===== config.mk =====
export PLATFORM = sky130hd
export DESIGN_NAME = keypad_scan
export DESIGN_NICKNAME = d
export VERILOG_FILES = /design/src/rtl/keypad_scan_pkg.sv /design/src/rtl/keypad_scan_tick.sv /design/src/rtl/keypad_scan.sv
export SDC_FILE = /design/constraint.sdc
export NUM_CORES = 1
export LEC_CHECK = 0
export ABC_AREA = 1
export CAP_MARGIN = 20
export CORE_ASPECT_RATIO = 2
export CORE_UTILIZATION = 60
export DETAILED_ROUTE_END_ITERATION = 7
export GPL_TIMING_DRIVEN = 0
export PLACE_DENSITY = 0.94
export SLEW_MARGIN = 0
export SYNTH_ARGS = -nofsm -noshare
export SYNTH_HDL_FRONTEND = slang
export SYNTH_SLANG_ARGS = --single-unit

===== constraint.sdc =====
create_clock -name clk -period 2.9 [get_ports clk]
set_clock_uncertainty 0.05 [all_clocks]
set_input_delay 0.58 -clock clk [delete_from_list [all_inputs] [get_ports clk]]
set_output_delay 0.58 -clock clk [all_outputs]
set_load 0.01 [all_outputs]

===== src/rtl/keypad_scan_pkg.sv =====
// Shared definitions for the 4x4 keypad scanner.
// FSM encoding, arrow direction/key codes and small helpers.
package keypad_scan_pkg;

  localparam logic [1:0] S_SCAN     = 2'd0;
  localparam logic [1:0] S_DEBOUNCE = 2'd1;
  localparam logic [1:0] S_HELD     = 2'd2;
  localparam logic [1:0] S_RELEASE  = 2'd3;

  localparam logic [1:0] ARROW_UP    = 2'd0;
  localparam logic [1:0] ARROW_DOWN  = 2'd1;
  localparam logic [1:0] ARROW_LEFT  = 2'd2;
  localparam logic [1:0] ARROW_RIGHT = 2'd3;

  localparam logic [3:0] KEY_UP    = 4'd1;
  localparam logic [3:0] KEY_DOWN  = 4'd9;
  localparam logic [3:0] KEY_LEFT  = 4'd4;
  localparam logic [3:0] KEY_RIGHT = 4'd6;

  typedef struct packed {
    logic       hit;
    logic [1:0] dir;
  } arrow_t;

  function automatic arrow_t arrow_lookup(input logic [3:0] code);
    arrow_t a;
    a = '{hit: 1'b0, dir: ARROW_UP};
    case (code)
      KEY_UP:    a = '{hit: 1'b1, dir: ARROW_UP};
      KEY_DOWN:  a = '{hit: 1'b1, dir: ARROW_DOWN};
      KEY_LEFT:  a = '{hit: 1'b1, dir: ARROW_LEFT};
      KEY_RIGHT: a = '{hit: 1'b1, dir: ARROW_RIGHT};
      default:   a = '{hit: 1'b0, dir: ARROW_UP};
    endcase
    return a;
  endfunction

  // Lowest-index active-low row wins.
  function automatic logic [1:0] low_row(input logic [3:0] rows);
    logic [1:0] r;
    r = 2'd3;
    if (!rows[2]) r = 2'd2;
    if (!rows[1]) r = 2'd1;
    if (!rows[0]) r = 2'd0;
    return r;
  endfunction

endpackage


===== src/rtl/keypad_scan_tick.sv =====
// Column-period divider for the keypad scanner.
// scan_tick marks the last clock of each SCAN_DIV-clock period.
module scan_tick_gen #(
  parameter int unsigned SCAN_DIV = 10_000
) (
  input  logic clk,
  input  logic reset,
  output logic scan_tick
);

  localparam int W = (SCAN_DIV > 1) ? $clog2(SCAN_DIV) : 1;
  localparam logic [W-1:0] LAST = W'(SCAN_DIV - 1);
  localparam logic [W-1:0] ONE  = W'(1);

  logic [W-1:0] cnt;

  always_ff @(posedge clk or negedge reset) begin
    if (!reset) begin
      cnt <= '0;
    end else if (cnt == LAST) begin
      cnt <= '0;
    end else begin
      cnt <= cnt + ONE;
    end
  end

  assign scan_tick = (cnt == LAST);

endmodule


===== src/rtl/keypad_scan.sv =====
// 4x4 matrix keypad scanner with press/release debounce.
// Single-key, no rollover; arrow keys also report a direction.
module keypad_scan
  import keypad_scan_pkg::*;
#(
  parameter int unsigned SCAN_DIV       = 10_000,
  parameter int unsigned DEBOUNCE_TICKS = 4
) (
  input  logic       clk,
  input  logic       reset,
  input  logic [3:0] key_row,
  output logic [3:0] key_col,
  output logic [3:0] key_code,
  output logic       key_valid,
  output logic       key_held,
  output logic [1:0] arrow,
  output logic       arrow_valid
);

  localparam int CW = $clog2(DEBOUNCE_TICKS + 1);
  localparam logic [CW-1:0] DB_MAX = CW'(DEBOUNCE_TICKS);
  localparam logic [CW-1:0] C_ONE  = CW'(1);

  logic [3:0]    sync1;
  logic [3:0]    row_s;
  logic [1:0]    state;
  logic [1:0]    col;
  logic [1:0]    lat_row;
  logic [CW-1:0] cnt;
  logic          scan_tick;
  logic          row_low;
  logic          done;
  arrow_t        hit;

  scan_tick_gen #(
    .SCAN_DIV (SCAN_DIV)
  ) u_tick (
    .clk       (clk),
    .reset     (reset),
    .scan_tick (scan_tick)
  );

  always_ff @(posedge clk or negedge reset) begin
    if (!reset) begin
      sync1 <= 4'hF;
      row_s <= 4'hF;
    end else begin
      sync1 <= key_row;
      row_s <= sync1;
    end
  end

  assign row_low  = ~row_s[lat_row];
  assign done     = (cnt >= DB_MAX);
  assign hit      = arrow_lookup({lat_row, col});
  assign key_col  = ~(4'b0001 << col);
  assign key_held = (state == S_HELD) || (state == S_RELEASE);

  always_ff @(posedge clk or negedge reset) begin
    if (!reset) begin
      state       <= S_SCAN;
      col         <= 2'd0;
      lat_row     <= 2'd0;
      cnt         <= '0;
      key_code    <= 4'd0;
      key_valid   <= 1'b0;
      arrow       <= ARROW_DOWN;
      arrow_valid <= 1'b0;
    end else begin
      key_valid   <= 1'b0;
      arrow_valid <= 1'b0;
      unique case (state)
        S_SCAN: begin
          if (scan_tick) begin
            if (&row_s) begin
              col <= col + 2'd1;
            end else begin
              lat_row <= low_row(row_s);
              cnt     <= C_ONE;
              state   <= S_DEBOUNCE;
            end
          end
        end
        S_DEBOUNCE: begin
          if (done) begin
            key_code  <= {lat_row, col};
            key_valid <= 1'b1;
            if (hit.hit) begin
              arrow       <= hit.dir;
              arrow_valid <= 1'b1;
            end
            cnt   <= '0;
            state <= S_HELD;
          end else if (scan_tick) begin
            if (row_low) begin
              cnt <= cnt + C_ONE;
            end else begin
              cnt   <= '0;
              state <= S_SCAN;
            end
          end
        end
        S_HELD: begin
          if (scan_tick && !row_low) begin
            cnt   <= C_ONE;
            state <= S_RELEASE;
          end
        end
        S_RELEASE: begin
          if (done) begin
            cnt   <= '0;
            col   <= col + 2'd1;
            state <= S_SCAN;
          end else if (scan_tick) begin
            if (!row_low) begin
              cnt <= cnt + C_ONE;
            end else begin
              cnt   <= '0;
              state <= S_HELD;
            end
          end
        end
        default: state <= S_SCAN;
      endcase
    end
  end

endmodule


# After elaboration in Yosys (flattened, before gate mapping)
# Cells that the tools add are included.
# totals
word_cells,83
in_bits,6
register_bits,39
out_inout_bits,13
# classes
mux,36
order_cmp,2
n_reduce_logical,11
n_bitwise,2
addsub,3
shifts,1
eq_ne,17
# ops
cell,count
$mux 2,14
$mux 3,9
$pmux 3 s4,2
$add 14x1->14 const B,1
$eq 14x14->1 const B,1
$mux 14,1
$ne 3x3->1 const B,4
$eq 4x3->1 const B,2
$ne 2x2->1 const B,4
$pmux 2 s4,1
$reduce_and 4->1,2
$mux 1,7
$reduce_and 7->1,1
$reduce_and 3->1,2
$reduce_and 5->1,1
$eq 2x2->1 const B,2
$eq 4x1->1 const B,1
$eq 4x4->1 const B,1
$not 4->4,1
$pmux 2 s2,1
$shl 1x2->4 const A,1
$add 3x1->3 const B,1
$ge 3x3->1 const B,1
$lt 2x3->1 const B,1
other kinds (10),10

# Logic depth before layout (Yosys ltp)
# depth
depth_word,6
depth_mapped,11
ltp_nobuf,11

# Hierarchy
# From an unflattened synthesis, not the netlist that was laid out.
# hier_totals
cells_unflattened,241
area_unflattened_um2,2023.2
# modules_own_cells
mod,instances,area_per_inst_um2,seq_area_each_um2,cells_per_inst
keypad_scan,1,1201.2,636.9,133
scan_tick_gen,1,822.0,350.3,108

# Worst setup path before layout
# No wires, ideal clock.
# synth_path
kind,reg2reg
startpoint,register u_tick.cnt[0]
endpoint,register cnt[1]
synth_period_minus_slack_ns,1.425
path_stages_with_launch,11
arrival_time_ns,1.257
required_time_ns,2.732
setup_time_ns,0.118
slack_ns,1.475
n_path_buf,0
path_cell_list,dfrtp_1 ha_1 nand3_2 inv_2 nand2_4 nor2_8 nand2_2 nand2_4 nand2_4 nand2_1 o21ai_2
# synth_between
elab_chain_len,4
word_cells_on_any_way,7
classes_between,eq/ne: 5; reduce/logical: 2
# synth_lines
item,line,text
from (decl),keypad_scan_tick.sv:15,logic [W-1:0] cnt;
from (signal assigned),keypad_scan_tick.sv:23,cnt <= cnt + ONE;
$eq 14x14->1 (*),keypad_scan_tick.sv:27,assign scan_tick = (cnt == LAST);
$logic_and 1x1->1,keypad_scan.sv:104,if (scan_tick && !row_low) begin
$ne 2x1->1 (no source line),n/a,
$reduce_and 5->1 (no source line) (*),n/a,
to (signal assigned),keypad_scan.sv:96,cnt <= cnt + C_ONE;
to (signal assigned),keypad_scan.sv:116,cnt <= cnt + C_ONE;
to (decl),keypad_scan.sv:29,logic [CW-1:0] cnt;
# Mark *: on every way between the ends. The rest lies on a longest branch, timed or not.
# A chain may end at the register's enable or synchronous reset.

# Worst setup path after layout
# layout_path
startpoint,register col[0]
endpoint,output key_col[0]
# layout_between
elab_chain_len,2
# layout_lines
item,line,text
from (decl),keypad_scan.sv:27,logic [1:0] col;
from (signal assigned),keypad_scan.sv:76,col <= col + 2'd1;
from (signal assigned),keypad_scan.sv:112,col <= col + 2'd1;
$shl 1x2->4,keypad_scan.sv:56,assign key_col = ~(4'b0001 << col);
$not 4->4,keypad_scan.sv:56,
to (decl),keypad_scan.sv:12,"output logic [3:0] key_col,"
# Every way passes these cells.

==> results.md <==
* Status: finished clean
* Max IR drop VDD at 580 µV
* Post-CTS setup repair buffer count at 0
* Total number of vias at 1537
* Synth Net Count at 244
* Hold-fix buffers, CTS at 0
* Largest net degree at the start of global routing at 40
* Total GRT Usage at 25.0%
* Gpl congestion at 0.781
* DRT Wirelength at 3640 µm
* Cell-internal power at 0.000904 W
* Final Hold Viols at 0
* Leakage dissipation at 1.19 nW
* Io pins at 19
* CTS Buffer Depth at 2
* Number of global-route vias before repair at 1497
* CP endpoint kind: primary output
* Cell Area, Placed at 2160 µm²
* Final std cell area, no fill at 2300 µm²
* Crit-path max FO at 4
* Layout Nets at 269
* Crit path top cell by count: inv_1
* Max-cap viol count at 0
* Distinct cells, synth at 26
* Crit path time final at 2.25 ns
* Slowest-stage cell, CP: clkdlybuf4s50_1
* Setup violations, final at 0
* Fin Setup TNS at 0 ns
* Worst-Margin Slew at 0.826 ns
* Unrepaired setup endpoints after global routing: false
* Yosys reg bits at 39
* Die height at 82.6 µm
* Critical Path, Cell by Cell: inv_1 -> ha_1 -> inv_1 -> clkdlybuf4s50_1
* FP Rows at 29
* Layout cell share with drive strength beyond 1 at 15.2%
* Area Overhead vs Synth at 18.0%
* Clock share of power at 48.2%
* WP buf/inv at 3
* Initial antenna violation count at 0
* # port buffers at 18
* Antenna Cells at 0
* Net Sw Power at 0.000216 W
* DRT iter0 DRCs at 49
* Die Area at 3500 µm²
* DR WL/cell at 12.6 µm
* Worst r2r src: u_tick.cnt[0]
* Grt ovf at 0
* Seq pwr share at 49.7%
* Mapped cell area at 1950 µm²
* Root Driver: clkbuf_8
* Final Cycle Share at 77.6%
* Post-cts resize count at 0
* Startpoint Class: flip-flop
* DP HPWL at 2590 µm
* F_max at 444 MHz
* Worst EP arrival at 1.62 ns
* Fillers at 223
* Slew Viols, Final at 0
* CTS buffer count at 5
* Clock transition at the registers of the reported paths at 0.08 ns
* Initial core utilization at 62.5%
* Max transition margin at 44.9%
* Worst Hold Launch: sync1[1]
* Min-delay worst type: reg -> reg
* Post-synthesis sequential area ratio at 50.6%
* Syn Inst Count at 231
* Synth warn at 0
* Crit-path max cell delay at 0.53 ns
* CORE AREA at 3120 µm²
* DRC at 0
* WS Path Type: reg -> out
* # H-tree levels at 2
* Pwr/cell area at 487 nW/µm²
* First-pass GRT wire length at 6400 µm
* Die Wd at 42.3 µm
* Synth Area per Inst at 8.44 µm²
* CTS tree: built
* Critical path origin: col[0]
* First-pass iteration count of the detailed router at 5
* Clock latency on the worst-skew pair at 0.30 ns
* Worst EP required at 2.27 ns
* CTS Sinks at 39
* Switching Fraction at 19.3%
* Detail-routed via count per cell at 5.34
* Post-detailed-route count of antenna-violating nets at 0
* Crit-path leading delay family: buffers and inverters
* Comb power frac at 2.1%
-- synth_stat cells --
cell | instances | area [µm²]
o21ai_0 | 15 | 75.1
nand3_1 | 15 | 75.1
inv_2 | 3 | 11.3
nand2_4 | 4 | 45.0
nor2_2 | 2 | 12.5
dfrtp_1 | 30 | 751
nor3_4 | 1 | 16.3
nand2_2 | 2 | 12.5
a21oi_1 | 6 | 30.0
nor2_1 | 20 | 75.1
a31oi_1 | 1 | 6.26
clkbuf_1 | 1 | 3.75
ha_1 | 7 | 87.6
dfstp_2 | 9 | 236
nor2_8 | 1 | 20.0
nand3_2 | 3 | 30.0
o21ai_2 | 1 | 8.76
o21ai_1 | 3 | 15.0
nand4_1 | 2 | 12.5
clkinv_2 | 2 | 10.0
nor2_4 | 1 | 11.3
or2_2 | 1 | 6.26
inv_1 | 35 | 131
nand2_1 | 62 | 233
xor2_1 | 3 | 26.3
xnor2_1 | 1 | 8.76
-- cells in the final DEF (no fill, tap or decap), drive strengths merged --
cell,n
or2,1
ha,7
dfstp,9
nor3,1
dfrtp,30
bufinv,2
clkbuf,6
nand2,68
xor2,3
buf,1
xnor2,1
nand3,18
clkinvlp,1
nor2,24
inv,38
clkinv,2
clkdlybuf4s50,17
a31oi,1
o21ai,19
nand4,2
a21oi,6
-- final timing paths --
kind,end,slack (ns),depth (start not counted)
max in group asynchronous,u_tick.cnt[7],1.95,1
worst max-delay path,key_col[0],0.65,4
worst max register to register,state[0],1.33,10
worst min register to register,row_s[1],0.30,0
min in group asynchronous,arrow_valid,0.32,1
worst min-delay path,row_s[1],0.30,0
-- registers in the layout, indices dropped and copies added, names as in the netlist --
name	cells
arrow	2
arrow_valid	1
cnt	3
col	2
key_code	4
key_valid	1
lat_row	2
row_s	4
state	2
sync1	4
u_tick.cnt	14
-- per-stage QoR --
stage	power [W]	setup slack, ns	instances	utilization, %	hold WS (ns)
2_1_floorplan	0.000572	1.47	231	-	0.234
3_3_place_gp	0.000591	0.332	280	69.5	0.296
3_5_place_dp	0.000592	0.976	280	69.4	0.297
4_1_cts	0.00113	0.640	288	73.7	0.303
5_1_grt	0.00115	0.565	288	73.7	0.313
6_report	0.00112	0.650	288	73.7	0.304
-- cells by family after synthesis --
group / Yosys count / synth area share, %
buf+inv: 41 / 8.02
simple gates: 114 / 28.2
compound gates: 26 / 6.93
fa+ha+maj: 7 / 4.49
xor+xnor: 4 / 1.80
flops: 39 / 50.6
-- area by class of cell --
type | instances | area (µm²) | share of cell area, %
inverters | 40 | 153 | 6.63
multi-input cells | 151 | 807 | 35.1
plain buffers | 1 | 3.75 | 0.163
clock buffers | 5 | 68.8 | 2.99
clock inverters | 3 | 67.6 | 2.94
repair buffers | 18 | 175 | 7.61
flip-flops and latches | 39 | 987 | 42.9
well taps | 31 | 38.8 | 1.69
-- power by group through the flow --
stage	combinational, W	clock (W)	sequential [W]
4_1_cts	0.0000247	0.000551	0.000557
5_1_grt	0.0000284	0.000565	0.000558
3_3_place_gp	0.0000245	0	0.000567
6_report	0.0000236	0.000540	0.000557
2_1_floorplan	0.00000639	0	0.000566
3_5_place_dp	0.0000247	0	0.000567
-- per-layer routing --
| layer | up-vias | track usage (%) | share of wire, % |
|---|---|---|---|
| li1 | 763 | - | - |
| met1 | 722 | 24.5 | 36 |
| met2 | 38 | 46.3 | 57 |
| met3 | 14 | 6.09 | 3.0 |
| met4 | 0 | 14.4 | 3.6 |
| met5 | - | 0 | 0 |
-- worst reg2reg max path, cell delays in order, from the launching register on --
cell and delay (ns):
dfrtp_1 0.37, ha_1 0.20, nand3_2 0.14, inv_2 0.12, nand2_4 0.07, nor2_8 0.16, nand2_2 0.08, nand2_4 0.08
nand3_1 0.07, nand2_1 0.07, nand2_1 0.06
Note: power is estimated with default switching activity, not from simulation.
